<file path="src/rtl/fp_add_arbiter_if.sv">
// Bus bundle between the operand requesters, the shared FP32 adder and the
// arbiter. The arbiter uses the slave view; the environment (requesters and
// adder core) uses the master view.
interface fp_add_arbiter_if #(
  parameter int WIDTH = 32
);
  logic             req0_valid;
  logic             req0_ready;
  logic [WIDTH-1:0] req0_a;
  logic [WIDTH-1:0] req0_b;
  logic             req1_valid;
  logic             req1_ready;
  logic [WIDTH-1:0] req1_a;
  logic [WIDTH-1:0] req1_b;

  logic             rsp0_valid;
  logic [WIDTH-1:0] rsp0_data;
  logic             rsp0_err;
  logic             rsp1_valid;
  logic [WIDTH-1:0] rsp1_data;
  logic             rsp1_err;

  logic             add_start;
  logic [WIDTH-1:0] add_a;
  logic [WIDTH-1:0] add_b;
  logic             add_abort;
  logic             add_done;
  logic [WIDTH-1:0] add_sum;

  logic             busy;

  modport slave (
    input  req0_valid, req0_a, req0_b,
    input  req1_valid, req1_a, req1_b,
    input  add_done, add_sum,
    output req0_ready, req1_ready,
    output rsp0_valid, rsp0_data, rsp0_err,
    output rsp1_valid, rsp1_data, rsp1_err,
    output add_start, add_a, add_b, add_abort,
    output busy
  );

  modport master (
    output req0_valid, req0_a, req0_b,
    output req1_valid, req1_a, req1_b,
    output add_done, add_sum,
    input  req0_ready, req1_ready,
    input  rsp0_valid, rsp0_data, rsp0_err,
    input  rsp1_valid, rsp1_data, rsp1_err,
    input  add_start, add_a, add_b, add_abort,
    input  busy
  );
endinterface

</file>
<file path="src/rtl/fp_add_arbiter.sv">
// Round-robin arbiter sharing one FP32 adder between two requesters.
// One operation in flight at a time: accept -> start pulse -> wait for done
// (or watchdog timeout, answered with a quiet NaN and err) -> response pulse.
module fp_add_arbiter #(
  parameter int WIDTH    = 32,
  parameter int MAX_WAIT = 64
) (
  input  logic            Clk,
  input  logic            Clear,
  fp_add_arbiter_if.slave bus
);

  localparam logic [WIDTH-1:0] QNAN     = WIDTH'(32'h7FC0_0000);
  localparam logic [7:0]       CNT_LAST = 8'(MAX_WAIT - 1);

  typedef enum logic [1:0] {
    S_IDLE  = 2'd0,
    S_ISSUE = 2'd1,
    S_WAIT  = 2'd2,
    S_RESP  = 2'd3
  } state_t;

  state_t           state_reg, state_next;
  logic             last_grant_reg;
  logic             grant_reg;
  logic [7:0]       cnt_reg;
  logic [WIDTH-1:0] add_a_reg, add_b_reg;
  logic [WIDTH-1:0] rsp_data_reg [2];
  logic             rsp_err_reg  [2];

  logic [1:0]       req_valid;
  logic [WIDTH-1:0] req_a [2];
  logic [WIDTH-1:0] req_b [2];

  logic             win;
  logic [1:0]       ready;
  logic [1:0]       rsp_valid;
  logic             accept, finish, timeout, start, abort;

  assign req_valid = {bus.req1_valid, bus.req0_valid};
  assign req_a[0]  = bus.req0_a;
  assign req_b[0]  = bus.req0_b;
  assign req_a[1]  = bus.req1_a;
  assign req_b[1]  = bus.req1_b;

  // On a tie the side that did not win last time goes first; otherwise the
  // only valid side wins.
  assign win = (&req_valid) ? ~last_grant_reg : req_valid[1];

  // Next-state and per-cycle pulse decode; Clear forces IDLE and silences
  // every pulse and ready in the same cycle.
  always_comb begin
    state_next = state_reg;
    ready      = 2'b00;
    rsp_valid  = 2'b00;
    accept     = 1'b0;
    finish     = 1'b0;
    timeout    = 1'b0;
    start      = 1'b0;
    abort      = 1'b0;
    case (state_reg)
      S_IDLE: begin
        if (|req_valid) begin
          ready[win] = 1'b1;
          accept     = 1'b1;
          state_next = S_ISSUE;
        end
      end
      S_ISSUE: begin
        start      = 1'b1;
        state_next = S_WAIT;
      end
      S_WAIT: begin
        // A done on the final allowed cycle still wins over the timeout.
        if (bus.add_done) begin
          finish     = 1'b1;
          state_next = S_RESP;
        end else if (cnt_reg == CNT_LAST) begin
          finish     = 1'b1;
          timeout    = 1'b1;
          state_next = S_RESP;
        end
      end
      S_RESP: begin
        rsp_valid[grant_reg] = 1'b1;
        abort                = rsp_err_reg[grant_reg];
        state_next           = S_IDLE;
      end
      default: state_next = S_IDLE;
    endcase
    if (Clear) begin
      state_next = S_IDLE;
      ready      = 2'b00;
      rsp_valid  = 2'b00;
      accept     = 1'b0;
      finish     = 1'b0;
      timeout    = 1'b0;
      start      = 1'b0;
      abort      = 1'b0;
    end
  end

  // FSM state, grant bookkeeping, operand latch and the WAIT-cycle counter.
  always_ff @(posedge Clk) begin
    if (Clear) begin
      state_reg      <= S_IDLE;
      last_grant_reg <= 1'b1;
      grant_reg      <= 1'b0;
      cnt_reg        <= '0;
      add_a_reg      <= '0;
      add_b_reg      <= '0;
    end else begin
      state_reg <= state_next;
      if (accept) begin
        grant_reg <= win;
        add_a_reg <= req_a[win];
        add_b_reg <= req_b[win];
      end
      if (state_reg == S_ISSUE) begin
        cnt_reg <= '0;
      end else if (state_reg == S_WAIT && !finish) begin
        cnt_reg <= cnt_reg + 8'd1;
      end
      if (state_reg == S_RESP) begin
        last_grant_reg <= grant_reg;
      end
    end
  end

  genvar gi;
  generate
    for (gi = 0; gi < 2; gi++) begin : g_rsp
      // Each side keeps its last result and error flag until its next completion.
      always_ff @(posedge Clk) begin
        if (Clear) begin
          rsp_data_reg[gi] <= '0;
          rsp_err_reg[gi]  <= 1'b0;
        end else if (finish && (int'(grant_reg) == gi)) begin
          rsp_data_reg[gi] <= timeout ? QNAN : bus.add_sum;
          rsp_err_reg[gi]  <= timeout;
        end
      end
    end
  endgenerate

  assign bus.req0_ready = ready[0];
  assign bus.req1_ready = ready[1];
  assign bus.rsp0_valid = rsp_valid[0];
  assign bus.rsp0_data  = rsp_data_reg[0];
  assign bus.rsp0_err   = rsp_err_reg[0];
  assign bus.rsp1_valid = rsp_valid[1];
  assign bus.rsp1_data  = rsp_data_reg[1];
  assign bus.rsp1_err   = rsp_err_reg[1];
  assign bus.add_start  = start;
  assign bus.add_a      = add_a_reg;
  assign bus.add_b      = add_b_reg;
  assign bus.add_abort  = abort;
  assign bus.busy       = (state_reg != S_IDLE);

endmodule
</file>
<file path="src/flat_wrapper.sv">
// flat-port wrapper written by rule: the top's interface ports become plain ports
module fp_add_arbiter_flat 
#(
  parameter int WIDTH    = 32,
  parameter int MAX_WAIT = 64
)
  (Clk, Clear, bus_req0_valid, bus_req0_a, bus_req0_b, bus_req1_valid, bus_req1_a, bus_req1_b, bus_add_done, bus_add_sum, bus_req0_ready, bus_req1_ready, bus_rsp0_valid, bus_rsp0_data, bus_rsp0_err, bus_rsp1_valid, bus_rsp1_data, bus_rsp1_err, bus_add_start, bus_add_a, bus_add_b, bus_add_abort, bus_busy);
  fp_add_arbiter_if #(.WIDTH(WIDTH)) bus_i ();
  input  logic Clk;
  input  logic Clear;
  input wire logic [$bits(bus_i.req0_valid)-1:0] bus_req0_valid;
  input wire logic [$bits(bus_i.req0_a)-1:0] bus_req0_a;
  input wire logic [$bits(bus_i.req0_b)-1:0] bus_req0_b;
  input wire logic [$bits(bus_i.req1_valid)-1:0] bus_req1_valid;
  input wire logic [$bits(bus_i.req1_a)-1:0] bus_req1_a;
  input wire logic [$bits(bus_i.req1_b)-1:0] bus_req1_b;
  input wire logic [$bits(bus_i.add_done)-1:0] bus_add_done;
  input wire logic [$bits(bus_i.add_sum)-1:0] bus_add_sum;
  output wire logic [$bits(bus_i.req0_ready)-1:0] bus_req0_ready;
  output wire logic [$bits(bus_i.req1_ready)-1:0] bus_req1_ready;
  output wire logic [$bits(bus_i.rsp0_valid)-1:0] bus_rsp0_valid;
  output wire logic [$bits(bus_i.rsp0_data)-1:0] bus_rsp0_data;
  output wire logic [$bits(bus_i.rsp0_err)-1:0] bus_rsp0_err;
  output wire logic [$bits(bus_i.rsp1_valid)-1:0] bus_rsp1_valid;
  output wire logic [$bits(bus_i.rsp1_data)-1:0] bus_rsp1_data;
  output wire logic [$bits(bus_i.rsp1_err)-1:0] bus_rsp1_err;
  output wire logic [$bits(bus_i.add_start)-1:0] bus_add_start;
  output wire logic [$bits(bus_i.add_a)-1:0] bus_add_a;
  output wire logic [$bits(bus_i.add_b)-1:0] bus_add_b;
  output wire logic [$bits(bus_i.add_abort)-1:0] bus_add_abort;
  output wire logic [$bits(bus_i.busy)-1:0] bus_busy;
  assign bus_i.req0_valid = bus_req0_valid;
  assign bus_i.req0_a = bus_req0_a;
  assign bus_i.req0_b = bus_req0_b;
  assign bus_i.req1_valid = bus_req1_valid;
  assign bus_i.req1_a = bus_req1_a;
  assign bus_i.req1_b = bus_req1_b;
  assign bus_i.add_done = bus_add_done;
  assign bus_i.add_sum = bus_add_sum;
  assign bus_req0_ready = bus_i.req0_ready;
  assign bus_req1_ready = bus_i.req1_ready;
  assign bus_rsp0_valid = bus_i.rsp0_valid;
  assign bus_rsp0_data = bus_i.rsp0_data;
  assign bus_rsp0_err = bus_i.rsp0_err;
  assign bus_rsp1_valid = bus_i.rsp1_valid;
  assign bus_rsp1_data = bus_i.rsp1_data;
  assign bus_rsp1_err = bus_i.rsp1_err;
  assign bus_add_start = bus_i.add_start;
  assign bus_add_a = bus_i.add_a;
  assign bus_add_b = bus_i.add_b;
  assign bus_add_abort = bus_i.add_abort;
  assign bus_busy = bus_i.busy;
  fp_add_arbiter #(.WIDTH(WIDTH), .MAX_WAIT(MAX_WAIT)) u_core (.Clk(Clk), .Clear(Clear), .bus(bus_i));
endmodule
</file>
<file path="config.mk">
export PLATFORM = sky130hd
export DESIGN_NAME = fp_add_arbiter_flat
export DESIGN_NICKNAME = d
export VERILOG_FILES = /design/src/rtl/fp_add_arbiter_if.sv /design/src/rtl/fp_add_arbiter.sv /design/src/flat_wrapper.sv
export SDC_FILE = /design/constraint.sdc
export NUM_CORES = 1
export LEC_CHECK = 0
export CORE_AREA = 2 2 143 145
export DETAILED_ROUTE_END_ITERATION = 7
export DIE_AREA = 0 0 145 147
export DONT_BUFFER_PORTS = 1
export GPL_ROUTABILITY_DRIVEN = 0
export PLACE_DENSITY_LB_ADDON = 0.1
export SLEW_MARGIN = 40
export SYNTH_ARGS = -nofsm -noshare
export SYNTH_HDL_FRONTEND = slang
export SYNTH_SLANG_ARGS = --single-unit
export TNS_END_PERCENT = 1
</file>
<file path="constraint.sdc">
create_clock -name Clk -period 4.3 [get_ports Clk]
set_input_delay 0.645 -clock Clk [delete_from_list [all_inputs] [get_ports Clk]]
set_output_delay 0.645 -clock Clk [all_outputs]
set_load 0.005 [all_outputs]
</file>
; Word level (Yosys, flattened, before mapping)
; Memory sizes are Yosys's and may differ from the RTL's. A register that Yosys moved wholly into a read port is not among the register bits.
; Cells that the tools add are included.
; Widths: inputs -> output; s select.
[word_totals]
elab_cells = 88
inputBits = 165
memories = 2
ff_bits = 76
mem_bits_ro = 0
latchBits = 0
ramBits = 66
[classes]
mux = 49
reduce_logical = 12
mul = 0
eq_ne = 6
order_cmp = 5
n_shift = 0
bitwise = 7
div_mod_pow = 0
addsub = 1
[memory_table]
columns = memory, words, width, rd, rd_ports_with_merged_regs, write_ports, line
row1 = u_core.rsp_data_reg, 2, 32, 2, 0, 2, fp_add_arbiter.sv:28  ; logic [WIDTH-1:0] rsp_data_reg [2];
row2 = u_core.rsp_err_reg, 2, 1, 3, 1, 2, fp_add_arbiter.sv:29  ; logic rsp_err_reg [2];
[op_table]
columns = op, count
row1 = $mux 32, 9
row2 = $mux 1, 29
row3 = $mux 2, 8
row4 = $add 8x1->8 const B, 1
row5 = $eq 8x6->1 const B, 1
row6 = $pmux 2 s4, 1
row7 = $logic_and 1x1->1, 5
row8 = $eq 2x2->1 const B, 2
row9 = $lt 1x2->1 const B, 2
row10 = $or 1x1->1, 4
row11 = $reduce_and 2->1, 2
row12 = $reduce_or 2->1, 2
row13 = $ne 3x2->1 const B, 1
row14 = $demux 1 s1, 2
row15 = $eq 2x1->1 const B, 1
row16 = $ge 1x1->1 const B, 2
row17 = $ge 2x2->1 const B, 1
row18 = $logic_not 2->1, 1
row19 = $ne 2x1->1 const B, 1
row20 = $not 1->1, 2
row21 = $not 1->2, 1
row22 = $reduce_bool 2->1, 1
row23 = $logic_not 1->1, 1

; Longest topological paths before layout
[logic_depth]
ltp_word = 10
ltp_mapped = 8

; Least setup slack after synthesis
; Ideal clock, no wire load.
[synth_path]
path_kind = flip-flop to flip-flop
startpoint = register u_core.cnt_reg[0]
endpoint = memory u_core.rsp_data_reg[1][0], enable pin
stages_incl_launch_ff = 8
path_buffers = 2
t_arrival_ns = 2.071
setup_ns = 0.392
setup_slack_ns = 1.838
period_less_slack_ns = 2.462
required_time_ns = 3.908
path_cell_list = dfxtp_1 -> ha_1 -> nand3_1 -> o21ai_2 -> and3_1 -> buf_4 -> buf_6 -> or2_1
[synth_lines]
columns = element, line
row1 = "start, declared", fp_add_arbiter.sv:26  ; logic [7:0] cnt_reg;
row2 = "start signal, assigned", fp_add_arbiter.sv:122  ; cnt_reg <= cnt_reg + 8'd1;
row3 = "end, declared", fp_add_arbiter.sv:28

==> summary.txt <==
Status
  • Status: finished, final reports clean

STA
  • Fmax: 371.4 MHz
  • Setup TNS: 0 ns
  • Final Hold Viols: 0
  • Final Critical Period: 2.692 ns
  • Tcrit/Tclk final: 62.61%
  • Hold_ws: 0.3364 ns
  • Endpoints failing setup: 0
  • Unrepaired setup endpoints after global routing: false
  • Worst setup margin: 1.608 ns
  • Max Slew Vio Count: 0
  • Slew at the pin closest to its max-slew limit: 0.7014 ns
  • Slew HR: between 50% and 60%
  • Skew final: roughly 0.013 ns

Die
  • DIE AREA: 0.02132 mm²
  • Height of the die: 147 µm
  • Core ar.: a little under 0.02 mm²
  • IO Pins: 302
  • Initial Util: between 20 and 30%
  • Site Rows: 52
  • Die Wd: 145 µm

Layout
  • Antenna Cells: 0
  • Max reg flops: 64
  • Fin nets: 620
  • Area Growth Syn to Fin: 13.55%
  • Most common cell after layout, fill and taps aside: dfxtp_1
  • Share of cells above drive strength 1: 10.80%
  • Design Area, Final: 0.006407 mm²
  • Most frequent cells in the layout: dfxtp_1, nor2_1, edfxtp_1, a222oi_1, and3_1
  • Fillers: roughly 2000

Logic synthesis
  • Number of flops mapped to enable cells by yosys: 66
  • Post-Synthesis Cell Area: 0.005643 mm²
  • Async SR Flop Fraction: 0%
  • Total number of yosys warnings: 0
  • Synthesized instance count: between 400 and 500
  • Post-synth net total: 633
  • Mean Syn Cell Area: 12.19 µm²
  • Synth cell types: 46
  • Seq/Total Area, Yosys: 62.44%
  • #FFs+latches synth: 143
  • Post-synth top flop: dfxtp_1

Job
  • Maxcap violations: 0

Placed design
  • Place WS: 1.601 ns
  • DP Area: roughly 0.0059 mm²
  • Port Buf Inserts: 0
  • DPL Wire Length: ~11000 µm

GRT
  • Total track usage: 14.75%
  • First-pass GRT wire length: approximately 24000 µm
  • Largest net degree at the start of global routing: 79
  • Overflow left after global routing: 0
  • Number of global-route vias before repair: 3910
  • Initial antenna violation count: 0

Drt
  • DRC Markers: 0
  • Vias/cell: approximately 5.4
  • DR WL/cell: 22.25 µm
  • First drt pass iteration count: 8
  • Routed Antenna Nets: 0
  • Via count: roughly 4000
  • Drt total wl: 16310 µm
  • DR iter-0 viols: 427

Clock network
  • Clock Sinks: approximately 140
  • CTS tree: yes
  • TritonCTS Buffers: 17
  • Clk_lat worst skew: 0.42 ns
  • Hold-fix buffers, CTS: 0
  • Clk buf depth: 2
  • PostCTS Resize Cnt: 0
  • Clk root buf: clkbuf_16
  • Post CTS Setup Buffer Count: 0
  • Clock transition at path regs: ~0.070 ns
  • H-tree depth: 4

Worst hold path
  • Min-delay worst type: in -> reg

Power
  • Maximum vdd ir drop: 234.1 µV
  • Power density cells: 565.7 mW/mm²
  • P_leak: 0.002443 µW

Critical path
  • Critical path type: reg -> reg
  • CP max FO: 34
  • Worst Path Arrival: between 2 and 3 ns
  • Crit start category: register
  • CP Capture Type: register
  • WP data required: 4.37 ns
## power breakdown
part | total [µW] | internal (µW) | switching, µW
Clock | 1360 | 753 | 609
Combinational | 541 | 218 | 323
Sequential | 1720 | 1590 | 131
Total | 3620 | 2560 | 1060
## final timing paths
path | start | endpoint | slack, ns | depth (start not counted)
min | Clear | u_core.bus.add_b[12] | 0.34 | 1
max | u_core.cnt_reg[0] | u_core.rsp_data_reg[1][25] | 1.61 | 7
min reg2reg | u_core.cnt_reg[7] | u_core.cnt_reg[7] | 0.52 | 2
max reg2reg | u_core.cnt_reg[0] | u_core.rsp_data_reg[1][25] | 1.61 | 7
## cell type report
cell class / instances / area [µm²] / area share [%]
repair buffers: 11 / 86.33 / 1.347
flip-flops and latches: 143 / 3523 / 54.99
clock inverters: 12 / 102.6 / 1.601
inverters: 7 / 26.28 / 0.4101
well taps: 270 / 337.8 / 5.272
clock buffers: 20 / 436.7 / 6.815
multi-input cells: 270 / 1894 / 29.56
## logic make-up after synthesis
family	synth area share [%]
buf+inv	4.590
fa+ha+maj	1.109
simple gates	14.46
mux	0.5322
flops	62.44
xor+xnor	0.3105
compound gates	16.56
## critical path: stages, from the launching register on
cell     delay, ns
dfxtp_1       0.37
ha_1          0.21
nand3_1       0.22
o21ai_2       0.23
and3_1        0.17
buf_4         0.31
or2_1         0.39
buf_4         0.41
## cell usage after synthesis (all sizes together) (2+ instances only)
cell	instances	share of area (%)
clkbuf	20	1.4
a21oi	8	0.71
o21a	18	2.4
and4	2	0.31
and3	50	5.5
dfxtp	77	27
ha	5	1.1
buf	23	2.8
xor2	2	0.31
nor2	71	4.7
inv	7	0.47
nor4	2	0.49
nand2	10	0.67
a222oi	64	11
or3	3	0.33
nor3	2	0.27
mux2i	3	0.53
nor2b	4	0.44
o21ai	5	0.51
nand3	2	0.18
or2	3	0.33
o211ai	3	0.40
edfxtp	66	35
## routing by layer
layer  GRT usage [%]  share of wire (%)  vias up
met3           6.894                 11       11
li1                -                  -     1795
met4           5.644                1.2        0
met1           16.69                 39     1927
met5               0                  0        -
met2           24.36                 48      243
## through the flow
stage / cells / total power (µW) / utilization, %
floorplan: 463 / 2146 / -
global placement: 699 / 2281 / 29.46
detailed placement: 701 / 2295 / 29.57
CTS: 733 / 3670 / 32.29
global route: 733 / 3808 / 32.29
finish: 733 / 3625 / 32.29
Power figures use the tool's default switching activity.
